**config.mk**
```make
export PLATFORM = sky130hd
export DESIGN_NAME = mips_control_fsm
export DESIGN_NICKNAME = d
export VERILOG_FILES = /design/src/rtl/mips_control_fsm.sv
export SDC_FILE = /design/constraint.sdc
export NUM_CORES = 1
export LEC_CHECK = 0
export ABC_AREA = 1
export CORE_ASPECT_RATIO = 0.6
export CORE_UTILIZATION = 51
export CTS_CLUSTER_DIAMETER = 80
export DETAILED_ROUTE_END_ITERATION = 8
export GPL_ROUTABILITY_DRIVEN = 1
export PLACE_DENSITY = 0.81
export SYNTH_ARGS = -nofsm -noshare
export SYNTH_HDL_FRONTEND = slang
export SYNTH_SLANG_ARGS = --single-unit
```
**constraint.sdc**
```tcl
create_clock -name clk -period 5.3 [get_ports clk]
set_clock_uncertainty 0.05 [all_clocks]
set_input_delay 1.06 -clock clk [delete_from_list [all_inputs] [get_ports clk]]
set_output_delay 1.06 -clock clk [all_outputs]
set_load 0.05 [all_outputs]
```
**src/rtl/mips_control_fsm.sv**
```systemverilog
// Multi-cycle MIPS control unit: Moore FSM sequencing fetch/decode/execute for
// lw, sw, R-type, beq, addi and j, plus a retired-instruction counter.
module mips_control_fsm (
  input  logic        clk,
  input  logic        reset,
  input  logic [5:0]  opcode,
  input  logic [5:0]  funct,
  input  logic        zero,
  output logic        pc_en,
  output logic        i_or_d,
  output logic        mem_write,
  output logic        ir_write,
  output logic        mem_to_reg,
  output logic        reg_write,
  output logic        reg_dst,
  output logic        alu_src_a,
  output logic [1:0]  alu_src_b,
  output logic [1:0]  pc_src,
  output logic [2:0]  alu_op,
  output logic [3:0]  state,
  output logic [31:0] instr_count
);

  typedef enum logic [3:0] {
    StFetch  = 4'd0,
    StDecode = 4'd1,
    StMemAdr = 4'd2,
    StMemRd  = 4'd3,
    StMemWb  = 4'd4,
    StMemWr  = 4'd5,
    StExec   = 4'd6,
    StAluWb  = 4'd7,
    StBranch = 4'd8,
    StAddiEx = 4'd9,
    StAddiWb = 4'd10,
    StJump   = 4'd11
  } state_e;

  localparam logic [5:0] OpLw    = 6'b100011;
  localparam logic [5:0] OpSw    = 6'b101011;
  localparam logic [5:0] OpRtype = 6'b000000;
  localparam logic [5:0] OpBeq   = 6'b000100;
  localparam logic [5:0] OpAddi  = 6'b001000;
  localparam logic [5:0] OpJ     = 6'b000010;

  localparam logic [2:0] AluAdd = 3'b010;
  localparam logic [2:0] AluSub = 3'b110;
  localparam logic [2:0] AluAnd = 3'b000;
  localparam logic [2:0] AluOr  = 3'b001;
  localparam logic [2:0] AluSlt = 3'b111;

  state_e      r_state;
  state_e      w_next_state;
  logic [31:0] r_instr_count;
  logic        w_retire;

  logic        w_pc_en;
  logic        w_i_or_d;
  logic        w_mem_write;
  logic        w_ir_write;
  logic        w_mem_to_reg;
  logic        w_reg_write;
  logic        w_reg_dst;
  logic        w_alu_src_a;
  logic [1:0]  w_alu_src_b;
  logic [1:0]  w_pc_src;
  logic [2:0]  w_alu_op;

  always_ff @(posedge clk or posedge reset) begin
    if (reset) begin
      r_state       <= StFetch;
      r_instr_count <= 32'd0;
    end else begin
      r_state       <= w_next_state;
      r_instr_count <= r_instr_count + {31'd0, w_retire};
    end
  end

  always_comb begin
    w_next_state = StFetch;
    w_retire     = 1'b0;
    w_pc_en      = 1'b0;
    w_i_or_d     = 1'b0;
    w_mem_write  = 1'b0;
    w_ir_write   = 1'b0;
    w_mem_to_reg = 1'b0;
    w_reg_write  = 1'b0;
    w_reg_dst    = 1'b0;
    w_alu_src_a  = 1'b0;
    w_alu_src_b  = 2'b00;
    w_pc_src     = 2'b00;
    w_alu_op     = 3'b000;

    case (r_state)
      StFetch: begin
        w_ir_write   = 1'b1;
        w_alu_src_b  = 2'b01;
        w_alu_op     = AluAdd;
        w_pc_en      = 1'b1;
        w_next_state = StDecode;
      end
      StDecode: begin
        // ALU precomputes the branch target while the opcode is decoded
        w_alu_src_b = 2'b11;
        w_alu_op    = AluAdd;
        case (opcode)
          OpLw, OpSw: w_next_state = StMemAdr;
          OpRtype:    w_next_state = StExec;
          OpBeq:      w_next_state = StBranch;
          OpAddi:     w_next_state = StAddiEx;
          OpJ:        w_next_state = StJump;
          default:    w_next_state = StFetch;
        endcase
      end
      StMemAdr: begin
        w_alu_src_a  = 1'b1;
        w_alu_src_b  = 2'b10;
        w_alu_op     = AluAdd;
        w_next_state = (opcode == OpLw) ? StMemRd : StMemWr;
      end
      StMemRd: begin
        w_i_or_d     = 1'b1;
        w_next_state = StMemWb;
      end
      StMemWb: begin
        w_mem_to_reg = 1'b1;
        w_reg_write  = 1'b1;
        w_retire     = 1'b1;
      end
      StMemWr: begin
        w_i_or_d    = 1'b1;
        w_mem_write = 1'b1;
        w_retire    = 1'b1;
      end
      StExec: begin
        w_alu_src_a = 1'b1;
        case (funct)
          6'b100010: w_alu_op = AluSub;
          6'b100100: w_alu_op = AluAnd;
          6'b100101: w_alu_op = AluOr;
          6'b101010: w_alu_op = AluSlt;
          default:   w_alu_op = AluAdd;
        endcase
        w_next_state = StAluWb;
      end
      StAluWb: begin
        w_reg_dst   = 1'b1;
        w_reg_write = 1'b1;
        w_retire    = 1'b1;
      end
      StBranch: begin
        w_alu_src_a = 1'b1;
        w_alu_op    = AluSub;
        w_pc_src    = 2'b01;
        w_pc_en     = zero;
        w_retire    = 1'b1;
      end
      StAddiEx: begin
        w_alu_src_a  = 1'b1;
        w_alu_src_b  = 2'b10;
        w_alu_op     = AluAdd;
        w_next_state = StAddiWb;
      end
      StAddiWb: begin
        w_reg_write = 1'b1;
        w_retire    = 1'b1;
      end
      StJump: begin
        w_pc_src = 2'b10;
        w_pc_en  = 1'b1;
        w_retire = 1'b1;
      end
      default: w_next_state = StFetch;
    endcase
  end

  // State-changing enables are gated so nothing is written while reset is held
  assign pc_en       = w_pc_en & ~reset;
  assign ir_write    = w_ir_write & ~reset;
  assign mem_write   = w_mem_write & ~reset;
  assign reg_write   = w_reg_write & ~reset;
  assign i_or_d      = w_i_or_d;
  assign mem_to_reg  = w_mem_to_reg;
  assign reg_dst     = w_reg_dst;
  assign alu_src_a   = w_alu_src_a;
  assign alu_src_b   = w_alu_src_b;
  assign pc_src      = w_pc_src;
  assign alu_op      = w_alu_op;
  assign state       = r_state;
  assign instr_count = r_instr_count;

endmodule

```
==> metrics, run 1 <==
core footprint=4170 um^2; Nets=432; clock sink count=36; CP Capture Type=primary output; status=completed; I/O pins=66; GRT met3 Usage=7.64%; setup repair bufs after CTS=0; 1st-iter DRT viols=235; RR Endpoint=instr_count[26]; DRC=0; PwrDens=285 nW/um^2; min setup slack post-route=1.37 ns; Clock Tree Root=clkbuf_8; Crit path required time=4.19 ns; Via Count=2371; number of H-tree levels=2; Synth Warn #=0; Peak VDD IR=0.272 mV; Slew headroom=64.2%; Setup-failing EPs final=0; Syn Area/Cell=6.58 um^2; Tightest Hold Check Type=reg -> reg; R2R cell count=12; hold_buf cts=0; Critical Path AT=2.82 ns; Cell variety after synth=18; number of placement rows=18; Fill cells=318; layout cell share with drive strength beyond 1=4.58%; chip height=53.4 um; vias per cell=4.99; final hold vios=0; synthesis-stage register bit count=36; Crit Path Category=in -> out; gpl congestion=0.878; leakage power=1.37 nW; vias in the first global route=2125; Pre-Repair DR Iteration Count=5; worst setup path start=funct[5]; first-pass GRT wire length=10200 um; P&R area growth vs syn=36.7%; met1 Use GR=48.7%; Clock transition at path regs=0.07 ns; Critical Path Sink=alu_op[0]; remaining antenna violation count=0; wire per inst=13.4 um; Final Non-Filler Cells=475; worst r2r src=state[1]; antenna fix cells=0; unrepaired setup endpoints after global routing=false; DPL Wire Length=5110 um; PortBufs=65; sequential share of the synthesized area=40.1%; max-slew violation count=0; CTS tree=built; Startpoint Class=input port; fin crit share=74.2%; register-to-register setup slack=2.89 ns; maxcap violations=0; drt total wl=6350 um; hold_ws=0.472 ns; initial antenna violation count=0; setup_tns=0 ns; Clock Path Buffers=2; gr busiest metal=met1; total gr overflow=0; crit path max fanout=2; clock latency on the worst-skew pair=0.28 ns; initial core utilization=53.9%; placed cells=467; Fmax=254 MHz; cts bufs inserted=5; Die X-Extent=87.6 um; Resize count post-CTS=0; Worst Tran Pin Value=0.536 ns; Mapped Nets=359; Die ar.=4680 um^2; grt met2 use=39.2%; largest net degree at the start of global routing=37; All-Layer GR Usage=30.3%; Post-Synthesis Cells=341; fin crit period=3.93 ns; total power=0.875 mW; Post-Syn Area=2240 um^2; Post-Place Setup Slack=1.38 ns
[report_power, final]
part           internal [mW]  switching (mW)
Clock                  0.106          0.0906
Combinational          0.107           0.248
Sequential             0.296          0.0272
Total                  0.509           0.366
[per-stage QoR]
| stage | util [%] | instance area (um^2) |
|---|---|---|
| 4_1_cts | 73.6 | 3070 |
| 5_1_grt | 73.6 | 3070 |
| 6_report | 73.6 | 3070 |
| 3_5_place_dp | 71.5 | 2980 |
| 2_1_floorplan | - | 2240 |
| 3_3_place_gp | 71.5 | 2980 |
[cell usage in the layout (no fill, tap or decap), types with 3 or more instances in the layout]
cell and instances:
clkbuf_8 6, nor2_1 69, nand3_1 27, xnor2_1 5, nand2_1 120, xor2_1 10
clkdlybuf4s50_1 65, dfrtp_1 36, nor3_1 4, nand2_2 4, nor2_2 7, ha_1 3
nand4_1 3, inv_1 46
[sequential cells by signal, indices dropped and copies added, names as in the netlist]
register,flops
instr_count,32
state,4
[Yosys cell counts]
master | count | area (um^2)
nor2_1 | 69 | 259
dfrtp_1 | 36 | 901
nand2_1 | 120 | 450
nor3_1 | 4 | 20.0
nor2_2 | 7 | 43.8
nor2_4 | 1 | 11.3
a31oi_1 | 1 | 6.26
nand2_2 | 4 | 25.0
xor2_1 | 10 | 87.6
xnor2_1 | 5 | 43.8
o22ai_1 | 2 | 12.5
nand3b_1 | 1 | 7.51
nand3_1 | 27 | 135
ha_1 | 3 | 37.5
o211ai_1 | 1 | 7.51
inv_1 | 46 | 173
nand4_1 | 3 | 18.8
a21oi_1 | 1 | 5.00
[area by class of cell]
| type | instances | area, um^2 | share of cell area, % |
|---|---|---|---|
| clock buffer | 8 | 90.1 | 2.94 |
| inverter | 46 | 173 | 5.63 |
| multi-input combinational | 259 | 1170 | 38.2 |
| sequential | 36 | 901 | 29.4 |
| tap | 60 | 75.1 | 2.45 |
| timing repair buffer | 66 | 658 | 21.5 |
[routing by layer]
metal	vias to the layer above	wire length (um)
met1	1066	3270
met2	115	2420
met4	0	45
li1	1183	-
met5	-	0
met3	7	617
[kinds of logic after synthesis]
family / count (synthesis) / share of synthesized area, %
flops: 36 / 40.1
buf+inv: 46 / 7.69
fa+ha+maj: 3 / 1.67
simple gates: 236 / 43.3
compound gates: 5 / 1.39
xor+xnor: 15 / 5.85
[critical path: stages]
cell and delay [ns]:
clkdlybuf4s50_1 0.45, inv_1 0.03, nor2_1 0.13, nand3_1 0.13
o22ai_1 0.19, clkdlybuf4s50_1 0.82
[worst min-delay path by stage]
stage / startpoint / endpoint / cells after the start
after global placement: instr_count[31] / instr_count[31] / 2
after CTS: instr_count[31] / instr_count[31] / 2
after floorplan: instr_count[31] / instr_count[31] / 2
after global routing: instr_count[30] / instr_count[30] / 2
final: instr_count[31] / instr_count[31] / 2
after detailed placement: instr_count[31] / instr_count[31] / 2
Power figures use the tool's default switching activity.
==> inputs of run 2 (changes only) <==
CORE_UTILIZATION = 48   (was 51)
PLACE_DENSITY = 0.77   (was 0.81)
clock period = 3.9 ns   (was 5.3 ns; I/O delays follow)
==> run 2 against run 1 <==
- final area did not move
- global-route usage fell by 2.5 points
- critical path depth did not move
- largest power group unchanged
- highest routed layer unchanged
- via count rose by 1.1%
- non-clock buffer count did not move
==> metrics, run 2 (same netlist as run 1, synthesis figures left out) <==
fin crit period=3.43 ns; Crit path required time=3.07 ns (-1.12 ns); 1st-iter DRT viols=202 (-14%); status=completed; crit path max fanout=2 (unchanged); CP Capture Type=primary output; total gr overflow=0 (unchanged); worst setup path start=funct[2]; fin area=3070 um^2 (unchanged); logic gate share of total power=40.3% (-0.3 points); Final Non-Filler Cells=475 (unchanged); initial antenna violation count=0 (unchanged); Setup-failing EPs final=0 (unchanged); setup_tns=0 ns (unchanged); number of H-tree levels=2 (unchanged); core footprint=4300 um^2 (+3.2%); drt total wl=6460 um (+1.7%); All-Layer GR Usage=27.8% (-2.5 points); I/O pins=66 (unchanged); register-to-register setup slack=1.50 ns (-1.39 ns); unrepaired setup endpoints after global routing=false; Nets=432 (unchanged); Critical Path AT=2.60 ns (-0.22 ns); Critical Path Sink=alu_op[0]; clock latency on the worst-skew pair=0.29 ns (about the same); Resize count post-CTS=0 (unchanged); Tightest Hold Check Type=reg -> reg; Worst Tran Pin Value=0.539 ns (+0.00336 ns); Crit Path Category=in -> out; Die ar.=4960 um^2 (+6.1%); final hold vios=0 (unchanged); worst r2r src=state[1]; DRC=0 (unchanged); min-delay src=instr_count[31]; largest net degree at the start of global routing=37 (unchanged); Die X-Extent=90.3 um (+3.0%); wire per inst=13.6 um (+1.7%); number of placement rows=18 (unchanged); Peak VDD IR=0.475 mV (+75%); Fill cells=383 (+20%); gpl congestion=0.892 (+1.6%); Startpoint Class=input port; Via Count=2398 (+1.1%); Clock transition at path regs=0.07 ns (about the same); DPL Wire Length=5230 um (+2.3%); Area after DPL=2980 um^2 (unchanged); sequential share of power=36.7% (-0.2 points); hold_ws=0.457 ns (-0.0150 ns); most frequent cells in the layout=nand2_1, nor2_1, clkdlybuf4s50_1, inv_1, dfrtp_1; R2R cell count=12 (unchanged); max-slew violation count=0 (unchanged); cts bufs inserted=5 (unchanged); Int Pwr=0.692 mW (+36%); switching pwr=0.500 mW (+37%); PwrDens=389 nW/um^2 (+36%); vias in the first global route=2026 (-4.7%); commonest non-fill, non-tap cell in the layout=nand2_1; Sw Ratio=42.0% (+0.14 points); placed cells=467 (unchanged); Slew headroom=63.9% (-0.22 points); Largest register FFs=32 (unchanged); layout cell share with drive strength beyond 1=4.58% (unchanged); Fmax=291 MHz; setup repair bufs after CTS=0 (unchanged); clock power share=23.0% (+0.5 points); chip height=55.0 um (+3.0%); leakage power=1.37 nW (unchanged); Clock Path Buffers=2 (unchanged); hold_buf cts=0 (unchanged); Pre-Repair DR Iteration Count=5 (unchanged); P&R area growth vs syn=36.7% (unchanged); Clock Tree Root=clkbuf_8; clock sink count=36 (unchanged); maxcap violations=0 (unchanged); initial core utilization=52.2% (-1.7 points); antenna fix cells=0 (unchanged); CTS tree=built; vias per cell=5.05 (+1.1%); fin crit share=88.0%; PortBufs=65 (unchanged); first-pass GRT wire length=10200 um (unchanged); remaining antenna violation count=0 (unchanged); RR Endpoint=instr_count[26]
-- run 2: metrics by stage --
stage	setup slack (ns)	util [%]	power, mW
CTS	0.544	71.3	1.19
floorplan	0.597	-	0.748
detailed placement	0.546	69.2	0.920
finish	0.467	71.3	1.19
global route	0.385	71.3	1.24
global placement	0.601	69.2	0.918
-- run 2: worst min path at each step --
stage               cells past startpoint               to
global placement                        2  instr_count[31]
finish                                  2  instr_count[31]
detailed placement                      2  instr_count[31]
floorplan                               2  instr_count[31]
CTS                                     2  instr_count[31]
global route                            1  instr_count[16]
-- run 2: worst max-delay path: stages --
cell,delay [ns]
clkdlybuf4s50_1,0.49
inv_1,0.05
nor2_1,0.10
nand3_1,0.12
o22ai_1,0.23
clkdlybuf4s50_1,0.84
-- run 2: power groups by stage --
stage	combinational [mW]	sequential, mW	clock, mW
floorplan	0.215	0.533	0
global placement	0.475	0.443	0
detailed placement	0.477	0.443	0
CTS	0.481	0.437	0.275
global route	0.504	0.441	0.291
finish	0.481	0.437	0.274
-- run 2: final cells by class --
cell class	instances	area, um^2	share of cell area (%)
sequential	36	901	29.4
clock buffer	8	90.1	2.94
timing repair buffer	66	658	21.5
multi-input combinational	259	1170	38.2
inverter	46	173	5.63
tap	60	75.1	2.45
-- run 2: metal layers --
| layer | share of wire, % | global-route usage (%) | wire length [um] | vias up |
|---|---|---|---|---|
| met3 | 8.1 | 5.05 | 525 | 4 |
| met2 | 40 | 39.7 | 2600 | 97 |
| li1 | - | - | - | 1179 |
| met5 | 0 | 0 | 0 | - |
| met1 | 51 | 43.8 | 3310 | 1118 |
| met4 | 0.39 | 4.30 | 25 | 0 |
==> inputs of run 3 (changes only) <==
ABC_CLOCK_PERIOD_IN_PS = 3900   (was unset)
REMOVE_ABC_BUFFERS = 1   (was unset)
==> results of run 3 <==
The final DEF is identical to that of run 2; final timing and power are the same.
